## config.mk

```make
export PLATFORM = sky130hd
export DESIGN_NAME = cdb_arbiter_flat
export DESIGN_NICKNAME = d
export VERILOG_FILES = /design/src/rtl/tomasulo_pkg.sv /design/src/rtl/cdb_arbiter_if.sv /design/src/rtl/rr_pick.sv /design/src/rtl/cdb_arbiter.sv /design/src/flat_wrapper.sv
export SDC_FILE = /design/constraint.sdc
export NUM_CORES = 1
export LEC_CHECK = 0
export ABC_CLOCK_PERIOD_IN_PS = 3500
export CAP_MARGIN = 20
export CORE_MARGIN = 2
export CORE_UTILIZATION = 33
export DETAILED_ROUTE_END_ITERATION = 7
export GPL_TIMING_DRIVEN = 0
export PLACE_DENSITY_LB_ADDON = 0.12
export SLEW_MARGIN = 20
export SYNTH_ARGS = -nofsm -noshare
export SYNTH_HDL_FRONTEND = slang
export SYNTH_HIERARCHICAL = 1
export SYNTH_SLANG_ARGS = --single-unit
```

## constraint.sdc

```tcl
create_clock -name clk -period 3.5 [get_ports clk]
set_clock_uncertainty 0.1 [all_clocks]
set_input_delay 0.525 -clock clk [delete_from_list [all_inputs] [get_ports clk]]
set_output_delay 0.525 -clock clk [all_outputs]
set_load 0.05 [all_outputs]
```

## src/rtl/tomasulo_pkg.sv

```systemverilog
// Shared Tomasulo definitions: tag/data widths, the "no tag" label,
// and functional-unit indices used by the CDB requesters.
package tomasulo_pkg;

    localparam int LABEL_W = 5;
    localparam int DATA_W  = 32;

    localparam logic [LABEL_W-1:0] NO_LABEL = 5'd0;

    localparam int FU_ALU = 0;
    localparam int FU_LS  = 1;
    localparam int FU_MUL = 2;
    localparam int FU_DIV = 3;

endpackage

```

## src/rtl/cdb_arbiter_if.sv

```systemverilog
// Request/broadcast bundle between functional units and the CDB arbiter.
// master = arbiter side, slave = requesters/consumers side.
interface cdb_arbiter_if
    import tomasulo_pkg::*;
#(
    parameter int NREQ = 4,
    parameter int DW   = DATA_W,
    parameter int LW   = LABEL_W
) ();

    logic [NREQ-1:0]    req_valid;
    logic [NREQ*LW-1:0] req_label;
    logic [NREQ*DW-1:0] req_data;
    logic [NREQ-1:0]    req_ready;
    logic               BCEN;
    logic [LW-1:0]      BClabel;
    logic [DW-1:0]      BCdata;
    logic [2:0]         grant_id;

    modport master (
        input  req_valid, req_label, req_data,
        output req_ready, BCEN, BClabel, BCdata, grant_id
    );

    modport slave (
        output req_valid, req_label, req_data,
        input  req_ready, BCEN, BClabel, BCdata, grant_id
    );

endinterface

```

## src/rtl/rr_pick.sv

```systemverilog
// Combinational round-robin picker: rotate requests so ptr_i is bit 0,
// take the lowest set bit, then rotate the winner back to absolute index.
module rr_pick #(
    parameter int N  = 4,
    parameter int IW = (N > 1) ? $clog2(N) : 1
) (
    input  logic [N-1:0]  req_i,
    input  logic [IW-1:0] ptr_i,
    output logic [N-1:0]  gnt_o,
    output logic [IW-1:0] idx_o,
    output logic          any_o
);

    logic [N-1:0]  rot;
    logic [IW-1:0] pos;
    logic [IW:0]   sum;

    // Rotate, priority-encode, rotate back.
    always_comb begin
        rot = N'({req_i, req_i} >> ptr_i);
        pos = '0;
        for (int i = N - 1; i >= 0; i--) begin
            if (rot[i]) pos = IW'(i);
        end
        any_o = |rot;
        sum = {1'b0, pos} + {1'b0, ptr_i};
        if (sum >= (IW+1)'(N)) sum = sum - (IW+1)'(N);
        idx_o = sum[IW-1:0];
        gnt_o = any_o ? (N'(1) << idx_o) : '0;
    end

endmodule

```

## src/rtl/cdb_arbiter.sv

```systemverilog
// Common Data Bus arbiter: one round-robin winner per cycle, registered
// BCEN/BClabel/BCdata broadcast. Optional counters under CDB_STATS_EN.
module cdb_arbiter
    import tomasulo_pkg::*;
#(
    parameter int NREQ = 4,
    parameter int DW   = DATA_W,
    parameter int LW   = LABEL_W
) (
    input  logic         clk,
    input  logic         nRST,
    cdb_arbiter_if.master bus
`ifdef CDB_STATS_EN
    ,
    output logic [31:0]  bc_count,
    output logic [31:0]  conflict_count
`endif
);

    localparam int IW = (NREQ > 1) ? $clog2(NREQ) : 1;

    logic [NREQ-1:0] elig;
    logic [NREQ-1:0] gnt;
    logic [IW-1:0]   idx;
    logic            any;

    logic [IW-1:0]   ptr_q, ptr_d;
    logic            bcen_q, bcen_d;
    logic [LW-1:0]   label_q, label_d;
    logic [DW-1:0]   data_q, data_d;
    logic [IW-1:0]   gid_q, gid_d;

    // Label-0 requests are protocol errors; they are simply skipped.
    always_comb begin
        elig = '0;
        for (int i = 0; i < NREQ; i++) begin
            elig[i] = bus.req_valid[i] &&
                      (bus.req_label[i*LW +: LW] != LW'(NO_LABEL));
        end
    end

    rr_pick #(
        .N  (NREQ),
        .IW (IW)
    ) u_pick (
        .req_i (elig),
        .ptr_i (ptr_q),
        .gnt_o (gnt),
        .idx_o (idx),
        .any_o (any)
    );

    assign bus.req_ready = nRST ? gnt : '0;

    // Next broadcast and pointer; idle cycles broadcast zeros.
    always_comb begin
        bcen_d  = any;
        label_d = any ? bus.req_label[idx*LW +: LW] : '0;
        data_d  = any ? bus.req_data[idx*DW +: DW] : '0;
        gid_d   = any ? idx : '0;
        ptr_d   = ptr_q;
        if (any) begin
            ptr_d = (idx == IW'(NREQ - 1)) ? '0 : idx + 1'b1;
        end
    end

    // Broadcast register and round-robin pointer.
    always_ff @(posedge clk) begin
        if (!nRST) begin
            bcen_q  <= 1'b0;
            label_q <= '0;
            data_q  <= '0;
            gid_q   <= '0;
            ptr_q   <= '0;
        end else begin
            bcen_q  <= bcen_d;
            label_q <= label_d;
            data_q  <= data_d;
            gid_q   <= gid_d;
            ptr_q   <= ptr_d;
        end
    end

    assign bus.BCEN     = bcen_q;
    assign bus.BClabel  = label_q;
    assign bus.BCdata   = data_q;
    assign bus.grant_id = 3'(gid_q);

`ifdef CDB_STATS_EN
    logic conflict;

    assign conflict = $countones(elig) > 1;

    // Saturating counters; bc_count steps on the edge BCEN rises for a grant.
    always_ff @(posedge clk) begin
        if (!nRST) begin
            bc_count       <= '0;
            conflict_count <= '0;
        end else begin
            if (bcen_d && bc_count != '1) begin
                bc_count <= bc_count + 1'b1;
            end
            if (conflict && conflict_count != '1) begin
                conflict_count <= conflict_count + 1'b1;
            end
        end
    end
`endif

endmodule
```

## src/flat_wrapper.sv

```systemverilog
// flat-port wrapper written by rule: the top's interface ports become plain ports
module cdb_arbiter_flat import tomasulo_pkg::*;
#(
    parameter int NREQ = 4,
    parameter int DW   = DATA_W,
    parameter int LW   = LABEL_W
)
  (clk, nRST, bus_req_valid, bus_req_label, bus_req_data, bus_req_ready, bus_BCEN, bus_BClabel, bus_BCdata, bus_grant_id);
  cdb_arbiter_if #(.NREQ(NREQ), .DW(DW), .LW(LW)) bus_i ();
  input  logic clk;
  input  logic nRST;
  input wire logic [$bits(bus_i.req_valid)-1:0] bus_req_valid;
  input wire logic [$bits(bus_i.req_label)-1:0] bus_req_label;
  input wire logic [$bits(bus_i.req_data)-1:0] bus_req_data;
  output wire logic [$bits(bus_i.req_ready)-1:0] bus_req_ready;
  output wire logic [$bits(bus_i.BCEN)-1:0] bus_BCEN;
  output wire logic [$bits(bus_i.BClabel)-1:0] bus_BClabel;
  output wire logic [$bits(bus_i.BCdata)-1:0] bus_BCdata;
  output wire logic [$bits(bus_i.grant_id)-1:0] bus_grant_id;
  assign bus_i.req_valid = bus_req_valid;
  assign bus_i.req_label = bus_req_label;
  assign bus_i.req_data = bus_req_data;
  assign bus_req_ready = bus_i.req_ready;
  assign bus_BCEN = bus_i.BCEN;
  assign bus_BClabel = bus_i.BClabel;
  assign bus_BCdata = bus_i.BCdata;
  assign bus_grant_id = bus_i.grant_id;
  cdb_arbiter #(.NREQ(NREQ), .DW(DW), .LW(LW)) u_core (.clk(clk), .nRST(nRST), .bus(bus_i));
endmodule
```

== Word level (Yosys, flattened, before mapping) ==
Cells that the tools add are included.

* Bits in registers: 42
* Word-level logic and storage cells: 33
* Output and inout port bits: 45

* Order comparisons: 1
* Multiply operators: 1
* Reduce and logical (&&, ||, !) cells: 10
* Add/sub/neg operators: 3
* Muxes and demuxes: 8
* Shift-type cells: 4
* Equal/unequal tests: 1

{| class="wikitable"
|+ Operators with widths
! cell !! count
|-
| variable part select 128 x 8 -> 32 bit || 1
|-
| nonzero test 5 bit || 4
|-
| variable part select 20 x 6 -> 5 bit || 1
|-
| 2-to-1 mux 2 bit || 6
|-
| 2-to-1 mux 4 bit || 2
|-
| right shift 8 x 2 -> 4 bit || 1
|-
| multiplier 2 x 3 -> 5 bit (second input constant) || 1
|-
| logical AND 1 bit || 4
|-
| OR reduction 4 bit || 1
|-
| left shift 1 x 2 -> 4 bit (first input constant) || 1
|-
| adder 2 x 2 -> 3 bit || 1
|-
| >= comparator 3 bit (second input constant) || 1
|-
| adder 2 x 1 -> 2 bit (second input constant) || 1
|-
| equality test 2 bit (second input constant) || 1
|-
| AND reduction 2 bit || 1
|-
| subtractor 2 x 1 -> 2 bit (second input constant) || 1
|}

== Depth between registers and ports, before layout ==
* Word-level depth: 13
* Gate-level depth with buffers: 15

== By module ==
The synthesis kept the hierarchy.

{| class="wikitable"
|+ By module, submodules not included
! module !! cells each !! area each (µm²) !! instances
|-
| cdb_arbiter || 196 || 2,162.1 || 1
|-
| rr_pick || 36 || 280.3 || 1
|}

== Least setup slack after synthesis ==
OpenSTA, ideal clock, no wires.

* Path kind: in2out
* From: input port bus_req_label[18]
* To: output port bus_req_ready[3]
* Arrival: 2.914 ns
* Slack: -0.039 ns
* Path buffers: 0
* Stages on the path: 11
* Cell sequence: or4_1 > o21a_1 > nor2b_1 > a21oi_1 > o22ai_1 > o21a_1 > ha_1 > nor2b_1 > nand2_1 > mux2i_1 > and2_1

* Word-level cells in the longest chain between the ends: 13
* Elaborated cells on any way between the ends: 15

{| class="wikitable"
|+ RTL lines
! item !! RTL line !! RTL
|-
| start, declared || flat_wrapper.sv:13 || <nowiki>input wire logic [$bits(bus_i.req_label)-1:0] bus_req_label;</nowiki>
|-
| nonzero test 5 bit * || cdb_arbiter.sv:38 || <nowiki>(bus.req_label[i*LW +: LW] != LW'(NO_LABEL));</nowiki>
|-
| logical AND 1 bit * || cdb_arbiter.sv:37 || <nowiki>elig[i] = bus.req_valid[i] &&</nowiki>
|-
| via u_core.elig[3] || cdb_arbiter.sv:22 || <nowiki>logic [NREQ-1:0] elig;</nowiki>
|-
| right shift 8 x 2 -> 4 bit * || rr_pick.sv:20 || <nowiki>rot = N'({req_i, req_i} >> ptr_i);</nowiki>
|-
| 2-to-1 mux 2 bit (3 in series) || rr_pick.sv:23 || <nowiki>if (rot[i]) pos = IW'(i);</nowiki>
|-
| 2-to-1 mux 2 bit * || rr_pick.sv:23 ||
|-
| adder 2 x 2 -> 3 bit * || rr_pick.sv:26 || <nowiki>sum = {1'b0, pos} + {1'b0, ptr_i};</nowiki>
|-
| >= comparator 3 bit or subtractor 2 x 1 -> 2 bit (tied branches) || rr_pick.sv:27 || <nowiki>if (sum >= (IW+1)'(N)) sum = sum - (IW+1)'(N);</nowiki>
|-
| 2-to-1 mux 2 bit * || rr_pick.sv:27 ||
|-
| via u_core.idx[0] || cdb_arbiter.sv:24 || <nowiki>logic [IW-1:0] idx;</nowiki>
|-
| left shift 1 x 2 -> 4 bit * || rr_pick.sv:29 || <nowiki>gnt_o = any_o ? (N'(1) << idx_o) : '0;</nowiki>
|-
| 2-to-1 mux 4 bit * || rr_pick.sv:29 ||
|-
| via u_core.gnt[3] || cdb_arbiter.sv:23 || <nowiki>logic [NREQ-1:0] gnt;</nowiki>
|-
| 2-to-1 mux 4 bit * || cdb_arbiter.sv:53 || <nowiki>assign bus.req_ready = nRST ? gnt : '0;</nowiki>
|-
| end, declared || flat_wrapper.sv:15 || <nowiki>output wire logic [$bits(bus_i.req_ready)-1:0] bus_req_ready;</nowiki>
|}

The timed path passes the listed nets; every way through them passes the cells marked *.

== Final worst setup path ==
* From: input port bus_req_label[15]
* To: output port bus_req_ready[1]

* Word-level cells in the longest chain between the ends: 13
* Elaborated cells on any way between the ends: 15

{| class="wikitable"
|+ RTL lines
! item !! RTL line
|-
| nonzero test 5 bit * || cdb_arbiter.sv:38
|-
| logical AND 1 bit * || cdb_arbiter.sv:37
|-
| via u_core.elig[3] || cdb_arbiter.sv:22
|-
| right shift 8 x 2 -> 4 bit * || rr_pick.sv:20
|-
| 2-to-1 mux 2 bit (4 in series) || rr_pick.sv:23
|-
| adder 2 x 2 -> 3 bit || rr_pick.sv:26
|-
| >= comparator 3 bit or subtractor 2 x 1 -> 2 bit (tied branches) || rr_pick.sv:27
|-
| 2-to-1 mux 2 bit || rr_pick.sv:27
|-
| left shift 1 x 2 -> 4 bit || rr_pick.sv:29
|-
| 2-to-1 mux 4 bit * || rr_pick.sv:29
|-
| via u_core.gnt[1] || cdb_arbiter.sv:23
|-
| 2-to-1 mux 4 bit * || cdb_arbiter.sv:53
|}

Marks and branches as above.

==> results.tsv <==
stage	metric	value	unit
final_layout	Final Instance Area	0.00486	mm2
yosys	basic-gate share of the synthesized area counting and, or, nand and nor cells	0.0799	
hold_path	Hold WC Path Type	input pin to flop	
final_layout	NumNets Final	603	
clocking	Worst-path clk slew	0.08	ns
grt	wire length of the first global-routing pass	14.7	mm
yosys	post-synthesis share of cell area spent on xor and xnor gates	0.0108	
worst_setup_path	signal arrival time at the worst endpoint	2.85	ns
yosys	Synth Register Bits	42	
sta	unrepaired setup endpoints after global routing	true	
yosys	count leader, synth	sky130_fd_sc_hd__mux2i_1	
yosys	sequential share of the synthesized area	0.344	
floorplanning	die footprint	0.00811	mm2
yosys	synth top area cells	sky130_fd_sc_hd__dfxtp_1 (34%), sky130_fd_sc_hd__mux2i_1 (32%), sky130_fd_sc_hd__o22ai_1 (9.7%), sky130_fd_sc_hd__buf_6 (3.2%), sky130_fd_sc_hd__o21a_1 (1.5%)	
clocking	clock root buffer	sky130_fd_sc_hd__clkbuf_8	
route	number of DRC markers after the initial detailed-route iteration	68	
grt	pin count of the biggest net entering global routing	14	
worst_setup_path	data required time at the worst endpoint	2.87	ns
sta	worst rel slew slack	0.627	
run_status	outcome	completed	
yosys	adder and majority gate portion of the synthesized area	0.0102	
yosys	predominant post-synthesis flop cell	sky130_fd_sc_hd__dfxtp_1	
clocking	CTS max path bufs	2	
sta	Period Utilization, post-route	0.993	
worst_setup_path	kind of critical path	input pin to output port	
final_layout	fin cells	547	
clocking	number of hold buffers added after cts	0	
worst_setup_path	delay of the slowest critical-path stage	0.53	ns
final_layout	ANT cells	0	
route	number of nets with antenna violations after detailed routing	0	
final_layout	Fill cells	616	
yosys	number of standard cells after synthesis	232	
grt	overall track demand over capacity in global routing	0.228	
yosys	Ys Warns	6	
worst_setup_path	slowest library cell on the worst path	sky130_fd_sc_hd__or4_4	
clocking	# H-tree levels	2	
placement	instance area after placement	0.00453	mm2
placement	DP Cell Count	527	
yosys	area fraction of the dominant cell type after synthesis	0.344	
route	DR DRC count	0	
sta	slew at the pin closest to its max-slew limit	0.557	ns
grt	initial antenna violation count	0	
clocking	number of clock buffers inserted by TritonCTS	5	
power	IR Drop Worst-Case VDD	0.565	mV
yosys	mux share of post-synthesis cell area	0.328	
sta	Max Freq	288	MHz
grt	aggregate global routing overflow	0	
clocking	CTS tree	built	
yosys	dominant combinational cell family by area after synthesis	multiplexers	
yosys	commonest cells in the synthesized netlist	sky130_fd_sc_hd__mux2i_1 (79), sky130_fd_sc_hd__dfxtp_1 (42), sky130_fd_sc_hd__o22ai_1 (38)	
yosys	Synth Area in Compound Gates	0.141	
yosys	synthesized cell area	0.00244	mm2
sta	number of hold violations in the final report	0	
power	total power density per cell area	957	mW/mm2
final_layout	fraction of the core area covered by cells at the end of the flow	0.674	
flow_run	Max-Cap Viols	0	
placement	Detail Placement HPWL	7.61	mm
yosys	number of enable flip-flop cells after synthesis	0	
final_layout	layout cells sized above 1	0.181	
yosys	distinct cell type count of the synthesized netlist	37	
sta	Tmin final	3.47	ns
clocking	Skew-Pair Late Insertion Delay	0.29	ns
yosys	proportion of synthesized flip-flops having asynchronous set or reset	0	
floorplanning	starting density of the core	0.339	
final_layout	Area Growth Syn to Fin	99.1	%
worst_setup_path	startpoint kind of the worst setup timing path	input pin	
yosys	net count of the mapped netlist	388	
yosys	library cell with the largest summed area after synthesis	sky130_fd_sc_hd__dfxtp_1	
sta	max-slew violation count	0	
floorplanning	I/O pin cnt	199	
route	via-per-instance ratio	4.91	
worst_setup_path	cell type with the highest occurrence count on the critical path	sky130_fd_sc_hd__buf_4	
floorplanning	die extent in x	90.0	um
power	static leakage	1.98	nW
yosys	average cell area after synthesis	10.5	um2
worst_setup_path	category of the worst setup path capture point	output port	
route	average routed wire per standard cell	17.7	um
worst_setup_path	critical path cell sequence	buf_6, or4_4, o21a_4, nor2b_4, buf_4, buf_4, buf_4, buf_4, o211ai_2, o311ai_4, mux2i_1, and2_4, buf_8	
clocking	count of clock tree sinks	42	
placement	number of port buffers	196	
worst_setup_path	crit-path max FO	5	
grt	via count of the first global-routing pass	2686	
floorplanning	Floorplan Core Area	0.00721	mm2
sta	worst hold slack	0.441	ns
sta	setup-violating endpoint count in the final report	0	
floorplanning	chip height	90.0	um
placement	Placer Congestion	0.825	
floorplanning	row cnt	31	
route	DRT Wirelength	9.67	mm
route	total number of vias	2687	
route	DRT Pass-1 Iters	4	
## repair_timing
| item | in CTS | in global routing |
|---|---|---|
| setup endpoints to repair | 43 | 6 |
| pin swaps | 16 | 16 |
| setup buffers | 9 | 4 |
| resized for setup | 93 | 13 |
## placed cells by master (no fill, tap or decap), types with 5 or more instances in the layout
master	n
sky130_fd_sc_hd__dfxtp_1	42
sky130_fd_sc_hd__clkbuf_8	6
sky130_fd_sc_hd__buf_2	9
sky130_fd_sc_hd__clkdlybuf4s15_1	5
sky130_fd_sc_hd__buf_4	14
sky130_fd_sc_hd__mux2i_1	79
sky130_fd_sc_hd__clkdlybuf4s50_1	176
sky130_fd_sc_hd__buf_6	12
sky130_fd_sc_hd__o22ai_1	38
## critical path: cells and delay by family
kind	cells	cell delay, ns
simple gates	3	0.82
mux	1	0.19
buf+inv	6	0.70
compound gates	3	0.61
## per-stage QoR
step / TNS (ns) / power (mW) / setup slack (ns)
CTS: 0 / 4.65 / 0.000831
global placement: -24.81 / 4.00 / -1.16
finish: 0 / 4.65 / 0.0260
floorplan: 0 / 3.12 / 0.00529
detailed placement: -26.71 / 4.04 / -1.20
global route: -0.267 / 4.89 / -0.0836
## flip-flops by register name, summed over array words and instances (netlist names)
signal,cells
u_core/gid_q,2
u_core/bus.BCdata,32
u_core/bus.BCEN,1
u_core/ptr_q,2
u_core/bus.BClabel,5
## cells by family (layout without fill, tap and decap cells)
family          Yosys count  count (layout)
buf+inv                  24             240
compound gates           50              50
simple gates             30              30
flops                    42              42
xor+xnor                  3               3
other cells               1               1
fa+ha+maj                 2               2
mux                      80              80
## area by class of cell
class,count,area [um2],share of cell area
Multi-Input combinational cell,166,1520,0.313
Clock buffer,6,82.6,0.0170
Clock inverter,2,60.1,0.0123
Timing Repair Buffer,209,2040,0.419
Tap cell,99,124,0.0255
Sequential cell,42,841,0.173
Buffer,19,184,0.0378
Inverter,4,15.0,0.00309
## report_power, final
group / internal (mW) / switching [mW] / total, mW
registers: 0.673 / 0.0592 / 0.732
logic: 1.56 / 1.89 / 3.44
clock network: 0.304 / 0.173 / 0.477
total: 2.53 / 2.12 / 4.65
## per-layer routing
metal	vias to the layer above	wire [um]	GRT usage
met1	1235	3820	0.264
met2	130	5060	0.420
met5	-	0	0
li1	1303	-	-
met4	0	186	0.0679
met3	19	609	0.0453
## final timing paths
check	endpoint	cells after the start	slack, ns	startpoint
max	bus_req_ready[1]	13	0.03	bus_req_label[15]
min	u_core/bus.BClabel[0]	3	0.44	bus_req_label[0]
max reg2reg	u_core/bus.BCdata[27]	13	0.81	u_core/ptr_q[1]
min reg2reg	u_core/ptr_q[1]	2	0.45	u_core/ptr_q[1]
Power figures use the tool's default switching activity.
